[config.mk]
export PLATFORM = sky130hd
export DESIGN_NAME = uart_mode_cmd_tx
export DESIGN_NICKNAME = d
export VERILOG_FILES = /design/src/rtl/uart_mode_cmd_tx.sv
export SDC_FILE = /design/constraint.sdc
export NUM_CORES = 1
export LEC_CHECK = 0
export BUFFER_PORTS_ARGS = -buffer_cell sky130_fd_sc_hd__buf_4
export CAP_MARGIN = 20
export CORE_MARGIN = 3
export CORE_UTILIZATION = 25
export DETAILED_ROUTE_END_ITERATION = 10
export SETUP_SLACK_MARGIN = 0.1
export SKIP_CTS_REPAIR_TIMING = 1
export SLEW_MARGIN = 5
export SYNTH_ARGS = -nofsm -noshare
export SYNTH_HDL_FRONTEND = slang
export SYNTH_SLANG_ARGS = --single-unit
[constraint.sdc]
create_clock -name clk -period 2.35 [get_ports clk]
set_input_delay 0.235 -clock clk [delete_from_list [all_inputs] [get_ports clk]]
set_output_delay 0.235 -clock clk [all_outputs]
set_load 0.01 [all_outputs]
[src/rtl/uart_mode_cmd_tx.sv]
`default_nettype none
// ============================================================================
// Module      : uart_mode_cmd_tx
// Description : Host-side command issuer for the UART mode-control channel.
//               Single-cycle mode requests (green / red / normal) become the
//               command bytes 0x47, 0x72 and NORMAL_BYTE. The bytes are queued
//               in a small FIFO and sent 8N1, LSB first, on tx. mode_sent
//               reports the last command fully sent, using the interceptor's
//               2-bit state code (00 normal, 01 red, 10 green).
// Ports       : clk        - system clock
//               rst        - asynchronous reset, active low
//               req_green  - pulse: queue 8'h47
//               req_red    - pulse: queue 8'h72
//               req_normal - pulse: queue NORMAL_BYTE
//               tx         - serial output, idle high (registered)
//               busy       - frame in progress (registered)
//               fifo_full  - queue holds FIFO_DEPTH entries
//               drop_cnt   - requests lost to a full queue, saturates at 255
//               mode_sent  - last completed command code
// Revision    : 1.0 - initial release
// ============================================================================
module uart_mode_cmd_tx #(
    parameter int         CLKS_PER_BIT = 868,
    parameter int         FIFO_DEPTH   = 4,
    parameter logic [7:0] NORMAL_BYTE  = 8'h4E
) (
    input  logic       clk,
    input  logic       rst,
    input  logic       req_green,
    input  logic       req_red,
    input  logic       req_normal,
    output logic       tx,
    output logic       busy,
    output logic       fifo_full,
    output logic [7:0] drop_cnt,
    output logic [1:0] mode_sent
);

    localparam int c_BAUD_W = (CLKS_PER_BIT > 1) ? $clog2(CLKS_PER_BIT) : 1;
    localparam int c_PTR_W  = $clog2(FIFO_DEPTH);

    localparam logic [c_BAUD_W-1:0] c_BAUD_LAST = c_BAUD_W'(CLKS_PER_BIT - 1);
    localparam logic [c_PTR_W:0]    c_PTR_ONE   = (c_PTR_W + 1)'(1);

    localparam logic [7:0] c_GREEN_BYTE = 8'h47;
    localparam logic [7:0] c_RED_BYTE   = 8'h72;

    localparam logic [1:0] c_ST_IDLE  = 2'd0;
    localparam logic [1:0] c_ST_START = 2'd1;
    localparam logic [1:0] c_ST_DATA  = 2'd2;
    localparam logic [1:0] c_ST_STOP  = 2'd3;

    // ------------------------------------------------------------------
    // Command queue
    // ------------------------------------------------------------------
    logic [7:0]       r_mem [FIFO_DEPTH];
    logic [c_PTR_W:0] r_wr_ptr;
    logic [c_PTR_W:0] r_rd_ptr;
    logic [7:0]       r_drop_cnt;

    logic             w_empty;
    logic             w_full;
    logic             w_req_any;
    logic [7:0]       w_req_byte;
    logic             w_push;
    logic             w_pop;

    assign w_empty = (r_wr_ptr == r_rd_ptr);
    // Same slot but different lap: the writer is a full lap ahead.
    assign w_full  = (r_wr_ptr[c_PTR_W-1:0] == r_rd_ptr[c_PTR_W-1:0]) &&
                     (r_wr_ptr[c_PTR_W]     != r_rd_ptr[c_PTR_W]);

    assign w_req_any  = req_green | req_red | req_normal;
    // Fixed priority; losers in the same cycle simply vanish.
    assign w_req_byte = req_green ? c_GREEN_BYTE :
                        req_red   ? c_RED_BYTE   : NORMAL_BYTE;
    // Fullness is judged on the registered pointers, so a pop in the same
    // cycle does not make room for a request.
    assign w_push     = w_req_any & ~w_full;

    always_ff @(posedge clk) begin
        if (w_push) begin
            r_mem[r_wr_ptr[c_PTR_W-1:0]] <= w_req_byte;
        end
    end

    always_ff @(posedge clk or negedge rst) begin
        if (!rst) begin
            r_wr_ptr   <= '0;
            r_rd_ptr   <= '0;
            r_drop_cnt <= '0;
        end else begin
            if (w_push) begin
                r_wr_ptr <= r_wr_ptr + c_PTR_ONE;
            end
            if (w_pop) begin
                r_rd_ptr <= r_rd_ptr + c_PTR_ONE;
            end
            if (w_req_any && w_full && (r_drop_cnt != 8'hFF)) begin
                r_drop_cnt <= r_drop_cnt + 8'd1;
            end
        end
    end

    // ------------------------------------------------------------------
    // 8N1 serialiser
    // ------------------------------------------------------------------
    logic [1:0]          r_state;
    logic [c_BAUD_W-1:0] r_baud;
    logic [2:0]          r_bit_idx;
    logic [7:0]          r_shift;
    logic [7:0]          r_byte;
    logic                r_tx;
    logic                r_busy;
    logic [1:0]          r_mode;

    logic [1:0]          w_state_nxt;
    logic [c_BAUD_W-1:0] w_baud_nxt;
    logic [2:0]          w_bit_idx_nxt;
    logic [7:0]          w_shift_nxt;
    logic [7:0]          w_byte_nxt;
    logic                w_tx_nxt;
    logic [1:0]          w_mode_nxt;
    logic                w_baud_last;

    assign w_baud_last = (r_baud == c_BAUD_LAST);

    always_comb begin
        w_state_nxt   = r_state;
        w_baud_nxt    = r_baud;
        w_bit_idx_nxt = r_bit_idx;
        w_shift_nxt   = r_shift;
        w_byte_nxt    = r_byte;
        w_mode_nxt    = r_mode;
        w_pop         = 1'b0;
        // tx follows the current state one clock later, so the line level is
        // always a flop output and the frame lags the FSM by one cycle.
        w_tx_nxt      = 1'b1;

        case (r_state)
            c_ST_IDLE: begin
                if (!w_empty) begin
                    w_pop       = 1'b1;
                    w_shift_nxt = r_mem[r_rd_ptr[c_PTR_W-1:0]];
                    w_byte_nxt  = r_mem[r_rd_ptr[c_PTR_W-1:0]];
                    w_baud_nxt  = '0;
                    w_state_nxt = c_ST_START;
                end
            end
            c_ST_START: begin
                w_tx_nxt = 1'b0;
                if (w_baud_last) begin
                    w_baud_nxt    = '0;
                    w_bit_idx_nxt = 3'd0;
                    w_state_nxt   = c_ST_DATA;
                end else begin
                    w_baud_nxt = r_baud + c_BAUD_W'(1);
                end
            end
            c_ST_DATA: begin
                w_tx_nxt = r_shift[0];
                if (w_baud_last) begin
                    w_baud_nxt  = '0;
                    w_shift_nxt = {1'b0, r_shift[7:1]};
                    if (r_bit_idx == 3'd7) begin
                        w_state_nxt = c_ST_STOP;
                    end else begin
                        w_bit_idx_nxt = r_bit_idx + 3'd1;
                    end
                end else begin
                    w_baud_nxt = r_baud + c_BAUD_W'(1);
                end
            end
            default: begin // c_ST_STOP
                w_tx_nxt = 1'b1;
                if (w_baud_last) begin
                    w_baud_nxt  = '0;
                    w_state_nxt = c_ST_IDLE;
                    if (r_byte == c_GREEN_BYTE) begin
                        w_mode_nxt = 2'b10;
                    end else if (r_byte == c_RED_BYTE) begin
                        w_mode_nxt = 2'b01;
                    end else begin
                        w_mode_nxt = 2'b00;
                    end
                end else begin
                    w_baud_nxt = r_baud + c_BAUD_W'(1);
                end
            end
        endcase
    end

    always_ff @(posedge clk or negedge rst) begin
        if (!rst) begin
            r_state   <= c_ST_IDLE;
            r_baud    <= '0;
            r_bit_idx <= '0;
            r_shift   <= '0;
            r_byte    <= '0;
            r_tx      <= 1'b1;
            r_busy    <= 1'b0;
            r_mode    <= 2'b00;
        end else begin
            r_state   <= w_state_nxt;
            r_baud    <= w_baud_nxt;
            r_bit_idx <= w_bit_idx_nxt;
            r_shift   <= w_shift_nxt;
            r_byte    <= w_byte_nxt;
            r_tx      <= w_tx_nxt;
            r_busy    <= (w_state_nxt != c_ST_IDLE);
            r_mode    <= w_mode_nxt;
        end
    end

    assign tx        = r_tx;
    assign busy      = r_busy;
    assign fifo_full = w_full;
    assign drop_cnt  = r_drop_cnt;
    assign mode_sent = r_mode;

endmodule
`default_nettype wire

==> metrics.cfg, run 1 <==
[global_route]
grt_pass1_vias=1922
grtUsageTotal_pct=9.11
grt_pass1_wl_um=9290
grt_overflow=0
grt_antenna_before_repair=0
grt_max_degree=46

[power]
clockPowerShare_pct=33.4
switchingPower_mw=1.20
p_total_mw=4.01
p_per_area_mw_per_mm2=1170
p_sw_share_pct=29.8
p_int_mw=2.82
pwr-share-seq_pct=42.4
p_leak_nw=1.46
p_comb_share_pct=24.1
peakVddDrop_uv=617

[drt]
num_vias=1831
antenna_left=0
drt-initial-drc-count=99
drtPass1Iterations=4
post-route-drc-count=0
wl_um=5210
via_per_inst=4.62
routed_wire_length_per_instance_um=13.2

[synthesis]
syn_area_sq_mm=0.00284
ys_warn_count=0
async_reset_ff_share_pct=73.8
dominantRegCellSynth=dfrtp_1
synth_edf_count=16
synth.distinct_cells=46
ys_ff_latch=61
avgSynthCellArea_sq_um=12.6
syn_inst=226
synth_nets=240
synth_seq_area_share_pct=56.5

[critical_path]
worstPathRequired_ns=2.55
start_kind=flip-flop
arrival_ns=2.16
rr_worst_depth=4
crit_type=flip-flop to flip-flop
endpoint_kind=flip-flop
worstPathMaxFanout=7

[floorplan]
initial_core_util_pct=25.9
core-area_sq_mm=0.0110
die_area_sq_mm=0.0127
io_pins=18
row_count=38
die_h_um=113
fp.dieW_um=113

[timing]
maxSlewViolCount=0
rsz0062_at_grt=no
skew_ns=0.00399
period_minus_slack_ns=1.96
min_period_over_period_pct=83.3
hold_viol_final=0
timing.setup.tns_ns=0
slew_headroom_pct=61.5
setup_violations=0
max_freq_mhz=511
tightestPinTransition_ns=0.578
whs_ns=0.157

[finish]
fin_nets=265
fillers=1076
n_antenna_cell=0
finalNonFillerCells=396
area_delta_synth_final_pct=21.2
final_layout_size_suffix_gt1_share_pct=19.5

[placement]
dp.cells=379
place.gp.congestion=0.789
io_buffers=17
dpl.hpwl_um=3590

[run_status]
status=finished, final reports clean

[clocking]
numCtsBuffers=9
clk_path_buf_depth=2
cts_tree=yes
cts_root_buf=clkbuf_16
clkTransAtPathRegs_ns=0.05
clock-sinks=61
clk_latency_ns=0.32
cts_max_level=3

[hold_path]
hold_class=input pin to flip-flop
hold_depth=1

[flow_run]
cap_violations=0

## critical path, cell delays in order (launching register included)
cell and delay (ns):
dfrtp_1 0.51, xnor2_2 0.37, nand4_1 0.29, nor2_1 0.31, mux2_2 0.36
## per-stage QoR
stage / worst slack (ns) / cell area [sq um] / utilization (%)
final: 0.393 / 3450 / 31.4
after floorplan: 0.615 / 2840 / -
after global placement: 0.459 / 3130 / 28.5
after global routing: 0.238 / 3450 / 31.4
after CTS: 0.382 / 3440 / 31.3
after detailed placement: 0.409 / 3130 / 28.5
## sequential cells by signal (all words and copies together), names as in the netlist
signal and cells:
busy 1, drop_cnt 8, r_state 2, r_mem 16, r_bit_idx 3, r_shift 7, r_wr_ptr 3, mode_sent 2
r_rd_ptr 3, r_baud 10, r_byte 5, tx 1
## power groups by stage
| stage | sequential (mW) | clock [mW] | combinational (mW) |
|---|---|---|---|
| finish | 1.70 | 1.34 | 0.969 |
| global route | 1.76 | 1.44 | 1.10 |
| CTS | 1.71 | 1.38 | 0.984 |
| detailed placement | 1.72 | 0 | 0.974 |
| global placement | 1.71 | 0 | 0.941 |
| floorplan | 1.64 | 0 | 0.724 |
## worst paths after layout
kind                              from  slack (ns)           to
setup / recovery           r_rd_ptr[0]        0.39  drop_cnt[1]
hold / removal               req_green        0.16  r_mem[1][0]
setup reg to reg           r_rd_ptr[0]        0.39  drop_cnt[1]
hold reg to reg             r_shift[6]        0.49   r_shift[6]
max in group asynchronous          rst        1.49  drop_cnt[2]
min in group asynchronous          rst        0.46    r_byte[1]
## per-layer routing
metal | part of all wire [%] | GRT usage [%]
met5 | 0 | 0
met2 | 45 | 13.4
met3 | 4.6 | 3.40
met4 | 1.0 | 3.21
met1 | 49 | 12.3
## synth_stat cells (4+ instances only)
cell / n / area share, %
a21oi_1: 4 / 0.70
a31oi_1: 11 / 2.4
and2_1: 6 / 1.3
dfrtp_1: 44 / 39
edfxtp_1: 16 / 17
ha_1: 9 / 4.0
inv_1: 5 / 0.66
mux2_2: 5 / 2.0
mux2_4: 5 / 2.6
nand2_1: 14 / 1.8
nand3_1: 8 / 1.4
nand4_1: 7 / 1.5
nor2_1: 10 / 1.3
nor2b_1: 4 / 0.88
o21a_1: 5 / 1.3
o21ai_0: 11 / 1.9
o22a_1: 6 / 1.8
xnor2_1: 5 / 1.5
xor2_1: 8 / 2.5
## layout make-up
| class | count | area [sq um] | area share, % |
|---|---|---|---|
| sequential | 61 | 1610 | 46.7 |
| clock buffer | 10 | 229 | 6.64 |
| timing repair buffer | 21 | 160 | 4.65 |
| inverter | 5 | 18.8 | 0.545 |
| clock inverter | 6 | 77.6 | 2.25 |
| multi-input combinational | 153 | 1180 | 34.2 |
| tap | 140 | 175 | 5.08 |
## kinds of logic (layout without fill, tap and decap cells)
group	after synthesis	count (layout)	synth area share (%)
compound gates	45	45	10.7
xor+xnor	15	15	5.15
fa+ha+maj	9	9	3.96
buf+inv	12	42	2.07
flops	61	61	56.5
mux	15	15	8.27
simple gates	69	69	13.3
## cells in the final DEF (no fill, tap or decap), types with 6 or more instances in the layout
cell type | synthesis | routed
buf_4 | 1 | 20
clkbuf_16 | 0 | 9
nand2_1 | 14 | 14
xor2_1 | 8 | 8
and2_1 | 6 | 6
o22a_1 | 6 | 6
a31oi_1 | 11 | 11
ha_1 | 9 | 9
nor2_1 | 10 | 10
nand4_1 | 7 | 7
nand3_1 | 8 | 8
o21ai_0 | 11 | 11
edfxtp_1 | 16 | 16
dfrtp_1 | 44 | 44
(Power assumes the default switching activity.)
==> inputs of run 2 (changes only) <==
--- a/config.mk
+++ b/config.mk
@@ -5,6 +5,7 @@
 export SDC_FILE = /design/constraint.sdc
 export NUM_CORES = 1
 export LEC_CHECK = 0
+export ABC_AREA = 1
 export BUFFER_PORTS_ARGS = -buffer_cell sky130_fd_sc_hd__buf_4
 export CAP_MARGIN = 20
 export CORE_MARGIN = 3
==> constraint.sdc (replaced) <==
create_clock -name clk -period 1.6 [get_ports clk]
set_input_delay 0.16 -clock clk [delete_from_list [all_inputs] [get_ports clk]]
set_output_delay 0.16 -clock clk [all_outputs]
set_load 0.01 [all_outputs]
==> run 2 against run 1 <==
Global-route usage increased by 0.66 points. Non-clock buffer count up 18. Final cell count rose by 43%. Via count up 27%. Combinational power is 7% higher. Power is 18% higher.
==> metrics.cfg, run 2 <==
[run_status]
status=finished, final reports clean

[clocking]
clock-sinks=61
cts_max_level=3
numCtsBuffers=9
clkTransAtPathRegs_ns=0.05
cts_root_buf=clkbuf_16
clk_path_buf_depth=2
clk_latency_ns=0.33
cts_tree=yes

[critical_path]
worstPathRequired_ns=1.87
worstPathMaxFanout=6
reg2reg_slack_ns=0.07
crit_end=drop_cnt[5]
crit_type=flip-flop to flip-flop
endpoint_kind=flip-flop
startpoint=r_wr_ptr[1]
rr_worst_depth=7
start_kind=flip-flop
arrival_ns=1.80
r2r-end=drop_cnt[5]
r2r_start=r_wr_ptr[1]

[global_route]
grt_pass1_vias=2279
grt_pass1_wl_um=10400
grt_antenna_before_repair=0
grtUsageTotal_pct=9.77
grt_max_degree=46
grt_overflow=0

[timing]
rsz0062_at_grt=yes
layout_setup_ws_ns=0.0655
hold_viol_final=0
period_minus_slack_ns=1.53
min_period_over_period_pct=95.9
maxSlewViolCount=0
slew_headroom_pct=60.2
setup_violations=0
skew_ns=0.00468
whs_ns=0.0667
tightestPinTransition_ns=0.597
max_freq_mhz=652
timing.setup.tns_ns=0

[floorplan]
io_pins=18
fp.dieW_um=117
row_count=40
die_h_um=117
initial_core_util_pct=25.7
die_area_sq_mm=0.0138
core-area_sq_mm=0.0121

[drt]
routed_wire_length_per_instance_um=10.9
antenna_left=0
post-route-drc-count=0
drtPass1Iterations=4
drt-initial-drc-count=70
via_per_inst=4.10
num_vias=2327
wl_um=6180

[synthesis]
async_reset_ff_share_pct=73.8
synthTopCellsByCount=nand2_1 (115), dfrtp_1 (44), inv_1 (37)
syn_inst=347
yosys.area.top_type=dfrtp_1
synth.most_common_cell=nand2_1
ys_ff_latch=61
synth_nets=361
synth_area_leaders=dfrtp_1 (36%), edfxtp_1 (16%), nand2_1 (14%)
synth.distinct_cells=29
synth_edf_count=16
dominantRegCellSynth=dfrtp_1
avgSynthCellArea_sq_um=8.92
synth_seq_area_share_pct=51.9
syn_area_sq_mm=0.00310
ys_warn_count=0
yosysTopAreaCellShare_pct=35.6

[finish]
final_util_pct=33.3
finalNonFillerCells=567
fillers=1242
largest_register_ffs=16
final_layout_size_suffix_gt1_share_pct=23.6
final_common_cell=nand2_1
most-common-layout-cells=nand2_1 (111), dfrtp_1 (41), inv_1 (36), buf_4 (33), nand3_1 (22)
fin_nets=408
area_delta_synth_final_pct=29.6
finalInstanceArea_sq_mm=0.00401
n_antenna_cell=0

[placement]
dpl.hpwl_um=4280
postPlaceCellArea_sq_mm=0.00350
place.gp.congestion=0.743
io_buffers=17
place_ws_ns=0.0290
dp.cells=539

[power]
p_per_area_mw_per_mm2=1180
p_total_mw=4.73
p_leak_nw=1.83
peakVddDrop_uv=953

[flow_run]
cap_violations=0

[hold_path]
hold_class=input pin to flip-flop

## run 2: changes by cell type after synthesis, sizes merged, moves of 6 or more
cell / before / now
inv: 5 / 39
nand3: 8 / 32
nand2: 14 / 120
o22a: 6 / 0
o211ai: 0 / 8
mux2: 10 / 0
o21ai: 11 / 20
and2: 6 / 0
nor2: 10 / 25
a31oi: 11 / 0
## run 2: final cells by class
class,count,area [sq um],share of cell area (%)
flip-flops and latches,61,1610,40.2
multi-input cells,242,1440,36.0
repair buffers,39,332,8.26
clock buffers,11,233,5.80
well taps,168,210,5.24
inverters,41,156,3.90
clock inverters,5,27.5,0.686
## run 2: how the worst min path moves through the flow
stage / start / endpoint / slack [ns] / depth (start not counted)
after floorplan: rst / busy / -0.14 / 0
after global placement: rst / r_baud[3] / 0.20 / 1
after detailed placement: rst / r_baud[2] / 0.20 / 1
after CTS: rst / r_baud[2] / -0.14 / 1
after global routing: req_green / r_mem[3][0] / 0.05 / 1
final: req_green / r_mem[3][0] / 0.07 / 1
## run 2: logic make-up (layout without fill, tap and decap cells)
kind of cell / after synthesis / count (layout) / synth area share (%)
AND/OR/NAND/NOR: 186 / 186 / 28.1
flip-flops: 61 / 61 / 51.9
buffers and inverters: 44 / 96 / 5.70
AO/OA/AOI/OAI: 30 / 30 / 5.62
XOR/XNOR: 17 / 17 / 5.05
adder cells (fa/ha/maj): 9 / 9 / 3.64
## run 2: where the power goes
| group | internal (mW) | switching (mW) |
|---|---|---|
| combinational | 0.462 | 0.578 |
| clock | 1.03 | 0.665 |
| sequential | 1.84 | 0.151 |
| total | 3.34 | 1.39 |
## run 2: worst max-delay path, cell delays in order, from the launching register on
cell and delay [ns]:
dfrtp_1 0.41, xnor2_2 0.31, nand3_4 0.15, buf_6 0.15, nor2_8 0.18, buf_12 0.13, nand3_1 0.06, nand2_1 0.07
## run 2: metal layers
layer,global-route usage (%),part of all wire [%]
met2,14.6,46
met3,3.80,4.1
met1,12.5,48
met5,0,0
met4,4.36,1.6
